<file path="src/rtl/systolic_array_os_drain_pkg.sv">
// Shared constants and types for the systolic array drain path.
// Also holds the flush command encoding used by the PE array.
package sa_pkg;

  localparam int SA_OUT_DATA_WIDTH = 32;

  localparam logic [1:0] CMD_ACCUM = 2'b01;
  localparam logic [1:0] CMD_FLUSH = 2'b10;

  typedef enum logic [1:0] {
    S_IDLE  = 2'd0,
    S_DRAIN = 2'd1,
    S_DONE  = 2'd2
  } drain_st_e;

  function automatic int row_w(input int n);
    return (n > 1) ? $clog2(n) : 1;
  endfunction

endpackage

</file>
<file path="src/rtl/systolic_array_os_drain_if.sv">
// Row write port from the drain collector to the output SRAM writer.
// One beat carries a full array row plus its row index.
interface systolic_array_os_drain_if #(
  parameter int NUM_COL = 4,
  parameter int DW      = sa_pkg::SA_OUT_DATA_WIDTH,
  parameter int RW      = 2
);

  logic                   o_wr_valid;
  logic                   i_wr_ready;
  logic [NUM_COL*DW-1:0]  o_wr_data;
  logic [RW-1:0]          o_wr_row;
  logic                   o_wr_last;

  modport master (
    output o_wr_valid,
    output o_wr_data,
    output o_wr_row,
    output o_wr_last,
    input  i_wr_ready
  );

  modport slave (
    input  o_wr_valid,
    input  o_wr_data,
    input  o_wr_row,
    input  o_wr_last,
    output i_wr_ready
  );

endinterface

</file>
<file path="src/rtl/systolic_array_os_drain_col_fifo.sv">
// Per-column show-ahead FIFO; head is visible on dout while non-empty.
// Push on a full FIFO is taken only when a pop frees a slot that cycle.
module drain_col_fifo #(
  parameter int W     = 32,
  parameter int DEPTH = 8
) (
  input  logic                     clk,
  input  logic                     rst,
  input  logic                     clr,
  input  logic                     push,
  input  logic [W-1:0]             din,
  input  logic                     pop,
  output logic [W-1:0]             dout,
  output logic                     empty,
  output logic                     full,
  output logic [$clog2(DEPTH):0]   count
);

  localparam int AW = $clog2(DEPTH);
  localparam int CW = AW + 1;

  logic [W-1:0]  mem_q [DEPTH];
  logic [AW-1:0] wr_q, wr_d;
  logic [AW-1:0] rd_q, rd_d;
  logic [CW-1:0] cnt_q, cnt_d;
  logic          do_push, do_pop;

  assign empty   = (cnt_q == '0);
  assign full    = (cnt_q == CW'(DEPTH));
  assign do_pop  = pop && !empty;
  assign do_push = push && (!full || do_pop);
  assign dout    = mem_q[rd_q];
  assign count   = cnt_q;

  // Pointer and occupancy update; clear wins over any push/pop.
  always_comb begin
    wr_d  = wr_q;
    rd_d  = rd_q;
    cnt_d = cnt_q + CW'(do_push) - CW'(do_pop);
    if (do_push) wr_d = wr_q + AW'(1);
    if (do_pop)  rd_d = rd_q + AW'(1);
    if (clr) begin
      wr_d  = '0;
      rd_d  = '0;
      cnt_d = '0;
    end
  end

  // Pointer and occupancy registers.
  always_ff @(posedge clk) begin
    if (rst) begin
      wr_q  <= '0;
      rd_q  <= '0;
      cnt_q <= '0;
    end else begin
      wr_q  <= wr_d;
      rd_q  <= rd_d;
      cnt_q <= cnt_d;
    end
  end

  // Storage write; contents need no reset since occupancy gates reads.
  always_ff @(posedge clk) begin
    if (do_push && !clr) mem_q[wr_q] <= din;
  end

endmodule

</file>
<file path="src/rtl/systolic_array_os_drain.sv">
// Collects skewed per-column flush streams and emits deskewed rows.
// Rows leave bottom-up: first beat is the last array row.
module systolic_array_os_drain #(
  parameter int NUM_COL           = 4,
  parameter int NUM_ROW           = 4,
  parameter int SA_OUT_DATA_WIDTH = sa_pkg::SA_OUT_DATA_WIDTH,
  parameter int FIFO_DEPTH        = 8
) (
  input  logic                                clk,
  input  logic                                rst,
  input  logic                                i_start,
  input  logic [NUM_COL-1:0]                  i_col_valid,
  input  logic [NUM_COL*SA_OUT_DATA_WIDTH-1:0] i_col_data,
  systolic_array_os_drain_if.master           wr,
  output logic                                o_busy,
  output logic                                o_done,
  output logic                                o_overflow
);

  import sa_pkg::*;

  localparam int DW = SA_OUT_DATA_WIDTH;
  localparam int RW = row_w(NUM_ROW);
  localparam int PW = $clog2(NUM_ROW + 1);
  localparam int CW = $clog2(FIFO_DEPTH) + 1;
  localparam logic [PW-1:0] PUSH_MAX = PW'(NUM_ROW);
  localparam logic [RW-1:0] ROW_TOP  = RW'(NUM_ROW - 1);

  drain_st_e            state_q, state_d;
  logic [RW-1:0]        row_q, row_d;
  logic                 valid_q, valid_d;
  logic                 ovf_q, ovf_d;
  logic [PW-1:0]        pcnt_q [NUM_COL];
  logic [PW-1:0]        pcnt_d [NUM_COL];
  logic [NUM_COL-1:0]   push_req, push_ok;
  logic [NUM_COL-1:0]   empty, full, avail_nxt;
  logic [CW-1:0]        count [NUM_COL];
  logic [NUM_COL*DW-1:0] head;
  logic                 busy, accept;

  assign busy   = (state_q == S_DRAIN);
  assign accept = valid_q && wr.i_wr_ready;

  for (genvar c = 0; c < NUM_COL; c++) begin : g_col
    assign push_req[c] = busy && !i_start && i_col_valid[c]
                       && (pcnt_q[c] < PUSH_MAX);
    assign push_ok[c]  = push_req[c] && (!full[c] || accept);
    assign avail_nxt[c] = push_ok[c]
                        || (!empty[c] && !(accept && count[c] == CW'(1)));

    drain_col_fifo #(
      .W     (DW),
      .DEPTH (FIFO_DEPTH)
    ) u_fifo (
      .clk   (clk),
      .rst   (rst),
      .clr   (i_start),
      .push  (push_ok[c]),
      .din   (i_col_data[c*DW +: DW]),
      .pop   (accept),
      .dout  (head[c*DW +: DW]),
      .empty (empty[c]),
      .full  (full[c]),
      .count (count[c])
    );
  end

  // Arming/completion FSM, row index, overflow and next-cycle row valid.
  always_comb begin
    state_d = state_q;
    row_d   = row_q;
    ovf_d   = ovf_q;
    valid_d = 1'b0;
    for (int c = 0; c < NUM_COL; c++) begin
      pcnt_d[c] = pcnt_q[c] + PW'(push_req[c]);
    end
    unique case (state_q)
      S_IDLE:  state_d = S_IDLE;
      S_DRAIN: if (accept && row_q == '0) state_d = S_DONE;
      S_DONE:  state_d = S_IDLE;
      default: state_d = S_IDLE;
    endcase
    if (accept && row_q != '0) row_d = row_q - RW'(1);
    if (|(push_req & ~push_ok)) ovf_d = 1'b1;
    valid_d = (state_d == S_DRAIN) && (&avail_nxt);
    if (i_start) begin
      state_d = S_DRAIN;
      row_d   = ROW_TOP;
      ovf_d   = 1'b0;
      valid_d = 1'b0;
      for (int c = 0; c < NUM_COL; c++) begin
        pcnt_d[c] = '0;
      end
    end
  end

  // Control and counter registers.
  always_ff @(posedge clk) begin
    if (rst) begin
      state_q <= S_IDLE;
      row_q   <= ROW_TOP;
      valid_q <= 1'b0;
      ovf_q   <= 1'b0;
      for (int c = 0; c < NUM_COL; c++) begin
        pcnt_q[c] <= '0;
      end
    end else begin
      state_q <= state_d;
      row_q   <= row_d;
      valid_q <= valid_d;
      ovf_q   <= ovf_d;
      for (int c = 0; c < NUM_COL; c++) begin
        pcnt_q[c] <= pcnt_d[c];
      end
    end
  end

  assign wr.o_wr_valid = valid_q;
  assign wr.o_wr_data  = valid_q ? head : '0;
  assign wr.o_wr_row   = row_q;
  assign wr.o_wr_last  = valid_q && (row_q == '0);
  assign o_busy        = busy;
  assign o_done        = (state_q == S_DONE);
  assign o_overflow    = ovf_q;

endmodule

</file>
<file path="src/flat_wrapper.sv">
// flat-port wrapper written by rule: the top's interface ports become plain ports
module systolic_array_os_drain_flat import sa_pkg::*;
#(
  parameter int NUM_COL           = 4,
  parameter int NUM_ROW           = 4,
  parameter int SA_OUT_DATA_WIDTH = sa_pkg::SA_OUT_DATA_WIDTH,
  parameter int FIFO_DEPTH        = 8
)
  (clk, rst, i_start, i_col_valid, i_col_data, o_busy, o_done, o_overflow, wr_o_wr_valid, wr_o_wr_data, wr_o_wr_row, wr_o_wr_last, wr_i_wr_ready);
  systolic_array_os_drain_if #(.NUM_COL(NUM_COL), .DW((32)), .RW((2))) wr_i ();
  input  logic clk;
  input  logic rst;
  input  logic i_start;
  input  logic [NUM_COL-1:0] i_col_valid;
  input  logic [NUM_COL*SA_OUT_DATA_WIDTH-1:0] i_col_data;
  output logic o_busy;
  output logic o_done;
  output logic o_overflow;
  output wire logic [$bits(wr_i.o_wr_valid)-1:0] wr_o_wr_valid;
  output wire logic [$bits(wr_i.o_wr_data)-1:0] wr_o_wr_data;
  output wire logic [$bits(wr_i.o_wr_row)-1:0] wr_o_wr_row;
  output wire logic [$bits(wr_i.o_wr_last)-1:0] wr_o_wr_last;
  input wire logic [$bits(wr_i.i_wr_ready)-1:0] wr_i_wr_ready;
  assign wr_o_wr_valid = wr_i.o_wr_valid;
  assign wr_o_wr_data = wr_i.o_wr_data;
  assign wr_o_wr_row = wr_i.o_wr_row;
  assign wr_o_wr_last = wr_i.o_wr_last;
  assign wr_i.i_wr_ready = wr_i_wr_ready;
  systolic_array_os_drain #(.NUM_COL(NUM_COL), .NUM_ROW(NUM_ROW), .SA_OUT_DATA_WIDTH(SA_OUT_DATA_WIDTH), .FIFO_DEPTH(FIFO_DEPTH)) u_core (.clk(clk), .rst(rst), .i_start(i_start), .i_col_valid(i_col_valid), .i_col_data(i_col_data), .wr(wr_i), .o_busy(o_busy), .o_done(o_done), .o_overflow(o_overflow));
endmodule
</file>
<file path="config.mk">
export PLATFORM = sky130hd
export DESIGN_NAME = systolic_array_os_drain_flat
export DESIGN_NICKNAME = d
export VERILOG_FILES = /design/src/rtl/systolic_array_os_drain_pkg.sv /design/src/rtl/systolic_array_os_drain_if.sv /design/src/rtl/systolic_array_os_drain_col_fifo.sv /design/src/rtl/systolic_array_os_drain.sv /design/src/flat_wrapper.sv
export SDC_FILE = /design/constraint.sdc
export NUM_CORES = 1
export LEC_CHECK = 0
export BUFFER_PORTS_ARGS = -buffer_cell sky130_fd_sc_hd__buf_2
export CORE_MARGIN = 4
export CORE_UTILIZATION = 65
export DETAILED_ROUTE_END_ITERATION = 16
export PLACE_DENSITY = 0.91
export SYNTH_ARGS = -nofsm -noshare
export SYNTH_HDL_FRONTEND = slang
export SYNTH_SLANG_ARGS = --single-unit
</file>
<file path="constraint.sdc">
create_clock -name clk -period 8.3 [get_ports clk]
set_clock_uncertainty 0.15 [all_clocks]
set_input_delay 1.66 -clock clk [delete_from_list [all_inputs] [get_ports clk]]
set_output_delay 1.66 -clock clk [all_outputs]
set_load 0.02 [all_outputs]
</file>
==> impl_results.md <==
* Worst VDD drop at 0.2053 mV
* Die X at 263.7 um
* Worst-Skew Late Latency at 0.64 ns
* Area leader, netlist: edfxtp_1
* 1st-iter DRT viols at 2048
* Remaining DRCs at 0
* Cts repair resizes at 0
* Design Area, Final at 48390 um2
* Met2 Use GR at 0.4384
* First-pass GRT wire length at 134700 um
* Post-synthesis sequential element count at 1094
* WL/cell at 27.32 um
* PnR worst setup slack at 3.247 ns
* Ys Warns at 0
* Largest net degree at the start of global routing at 69
* Die area at 69540 um2
* Sequential share of the synthesized area at 0.7565
* CP endpoint kind: output port
* Initial antenna violation count at 24
* Row cnt at 93
* Slowest Stage Delay on Critical Path at 0.79 ns
* Post-route ant nets at 0
* Initial Utilization at 0.6581
* Port Buffer Count at 270
* Max_slew headroom at 0.1753
* Placed Area at 44970 um2
* Syn_nets at 2176
* GPL Wtd Cong at 0.7797
* Routed wire length at 88970 um
* Worst slew pin tran at 1.237 ns
* Final min period at 5.053 ns
* TritonCTS Buffers at 103
* Total power draw at 10910 uW
* Leak pwr at 0.01553 uW
* Met1 Use GR at 0.3399
* CTS Hold Bufs at 0
* Most frequent cells in the layout: edfxtp_1, buf_2, mux4_2
* Status: completed
* Tcrit/Tclk final at 0.6088
* Final hold violations at 0
* Worst path slowest cell: buf_4
* Post-synth top area share at 0.7235
* Fill cells at 3343
* Hold crit path type: reg2reg
* Max Buffers Root-to-Sink at 3
* Power Dens Cells at 225.4 nW/um2
* Max-Cap Viols at 0
* Family with the most delay on the worst path: buffers and inverters
* Layout cells sized above 1 at 0.3188
* Busiest grt layer: met2
* CP required at 6.49 ns
* CP max FO at 46
* Detailed Place HPWL at 48020 um
* Fmax at 0.1979 GHz
* Pre-Repair DR Iteration Count at 5
* Final setup fails at 0
* Core area at 64580 um2
* Post-synth top flop: edfxtp_1
* Crit-path cells: buf_4 -> mux4_2 -> mux2i_1 -> nor2b_1 -> buf_2
* Placement-stage worst setup slack at 3.660 ns
* Die Ht at 263.7 um
* GRT Util Overall at 0.2568
* Worst EP arrival at 3.24 ns
* Top post-synthesis cells by area: edfxtp_1, mux4_2, dfxtp_1
* NumNets Final at 2486
* Synth-to-layout area growth at 13.85%
* Kind of critical path: reg2out
* TritonCTS clock tree: yes
* Post-CTS setup buffers at 0
* Most common cell after layout, fill and taps aside: edfxtp_1
* GRT overflow at 0
* Number of flops mapped to enable cells by yosys at 1024
* Fraction of registers with async set or reset after synthesis at 0
* Vias per inst at 6.325
* Sink Count at 1094
* Mean Syn Cell Area at 21.30 um2
* Crit start category: flop
* Met3 GRT Util at 0.04983
* Setup TNS at 0 ns
* Gate Count Post-Synth at 1995
* Vias in the first global route at 21820
* Number of distinct library cells after synthesis at 48
* Netlist Area Pre-Place at 42500 um2
* CTS H-tree lvls at 3
* Slew Viols, Final at 0
* Via count at 20590
* Root Buffer Master: clkbuf_16
* # IOs at 271
* Unrepaired setup endpoints after global routing: false
* CTS clock-pin slew for the worst setup and hold paths at 0.06 ns
* Buffer and inverter count on the worst path at 2
## report_power, final
part	internal [uW]	leakage (uW)	total (uW)	switching [uW]
registers	6040	0.00979	6050	7.13
logic	48.0	0.00411	153	105
clock network	2740	0.00164	4710	1970
## cells by family (layout without fill, tap and decap cells)
group,count (synthesis),after routing,synth area share
fa+ha+maj,45,45,0.01395
simple gates,277,277,0.03754
other cells,0,14,0
flops,1094,1094,0.7565
buf+inv,132,524,0.01284
mux,392,392,0.1677
compound gates,28,28,0.005917
xor+xnor,27,27,0.005564
## worst register-to-register path, stage by stage, from the launching register on
cell and delay (ns):
dfxtp_4 0.86, buf_4 0.80, nand3b_1 0.20, a2111o_4 0.53, or2_4 0.30, nor2_4 0.84
## synth_stat cells, types with 2 or more instances
cell      instances
fa_1              4
edfxtp_1       1024
nor3b_2           4
or2_4             2
buf_1            15
nor3_1            7
ha_1             41
nor2_1           63
nor3_2            3
a221oi_1          4
nor3b_1          11
buf_4             2
mux4_2          256
dfxtp_1          70
and2_1           14
a2111o_4          2
xor2_1           10
clkbuf_1         52
nor2b_1         130
mux2i_1         136
a21oi_1           7
nand3b_1          4
xnor2_1          17
inv_1            33
nand2b_1          8
nand2_1          20
o21ai_0           2
nand2b_4          2
a21o_1            4
buf_2            28
o21ba_2           3
## metrics by stage
stage	hold WS [ns]	utilization	std cells
floorplan	0.3036	-	1995
global placement	0.2890	0.6963	3055
detailed placement	0.3000	0.6963	3055
CTS	0.3096	0.7487	3242
global route	0.3262	0.7491	3253
finish	0.3037	0.7492	3256
## routing by layer
metal  vias to the layer above  wire, um
met5                         -       119
met4                        18      2402
met3                       172      6334
met2                       894     47410
met1                     10810     32700
li1                       8695         -
## layout make-up
cell class                      instances  area, um2  area share
Timing Repair Buffer                  303       1599     0.03305
Clock inverter                         62      701.9     0.01451
Inverter                               34      127.6    0.002638
Clock buffer                          125       2681     0.05542
Multi-Input combinational cell        769       9991      0.2065
Tap cell                              855       1070     0.02211
Sequential cell                      1094      32180      0.6651
Antenna cell                           14      35.03   0.0007241
## state kept, by name, summed over array words and instances, names as in the netlist, named ones only
name,count
u_core.g_col.u_fifo.mem_q,1024
u_core.g_col.u_fifo.count,16
u_core.g_col.u_fifo.rd_q,12
u_core.g_col.u_fifo.wr_q,12
u_core.pcnt_q,12
u_core.state_q,2
u_core.wr.o_wr_row,2
u_core.o_overflow,1
u_core.wr.o_wr_valid,1
## worst paths after layout
check                           slack (ns)  depth (start not counted)                       startpoint                                            end
worst max-delay path                  3.25                          5                             flop                               wr_o_wr_data[10]
worst min-delay path                  0.30                          2   u_core.o_overflow$_SDFFE_PP0P_                 u_core.o_overflow$_SDFFE_PP0P_
worst min register to register        0.30                          2   u_core.o_overflow$_SDFFE_PP0P_                 u_core.o_overflow$_SDFFE_PP0P_
worst max register to register        4.22                          5  u_core.wr.o_wr_valid$_SDFF_PP0_  u_core.g_col[2].u_fifo.mem_q[7][15]$_DFFE_PP_
(Power assumes the default switching activity.)
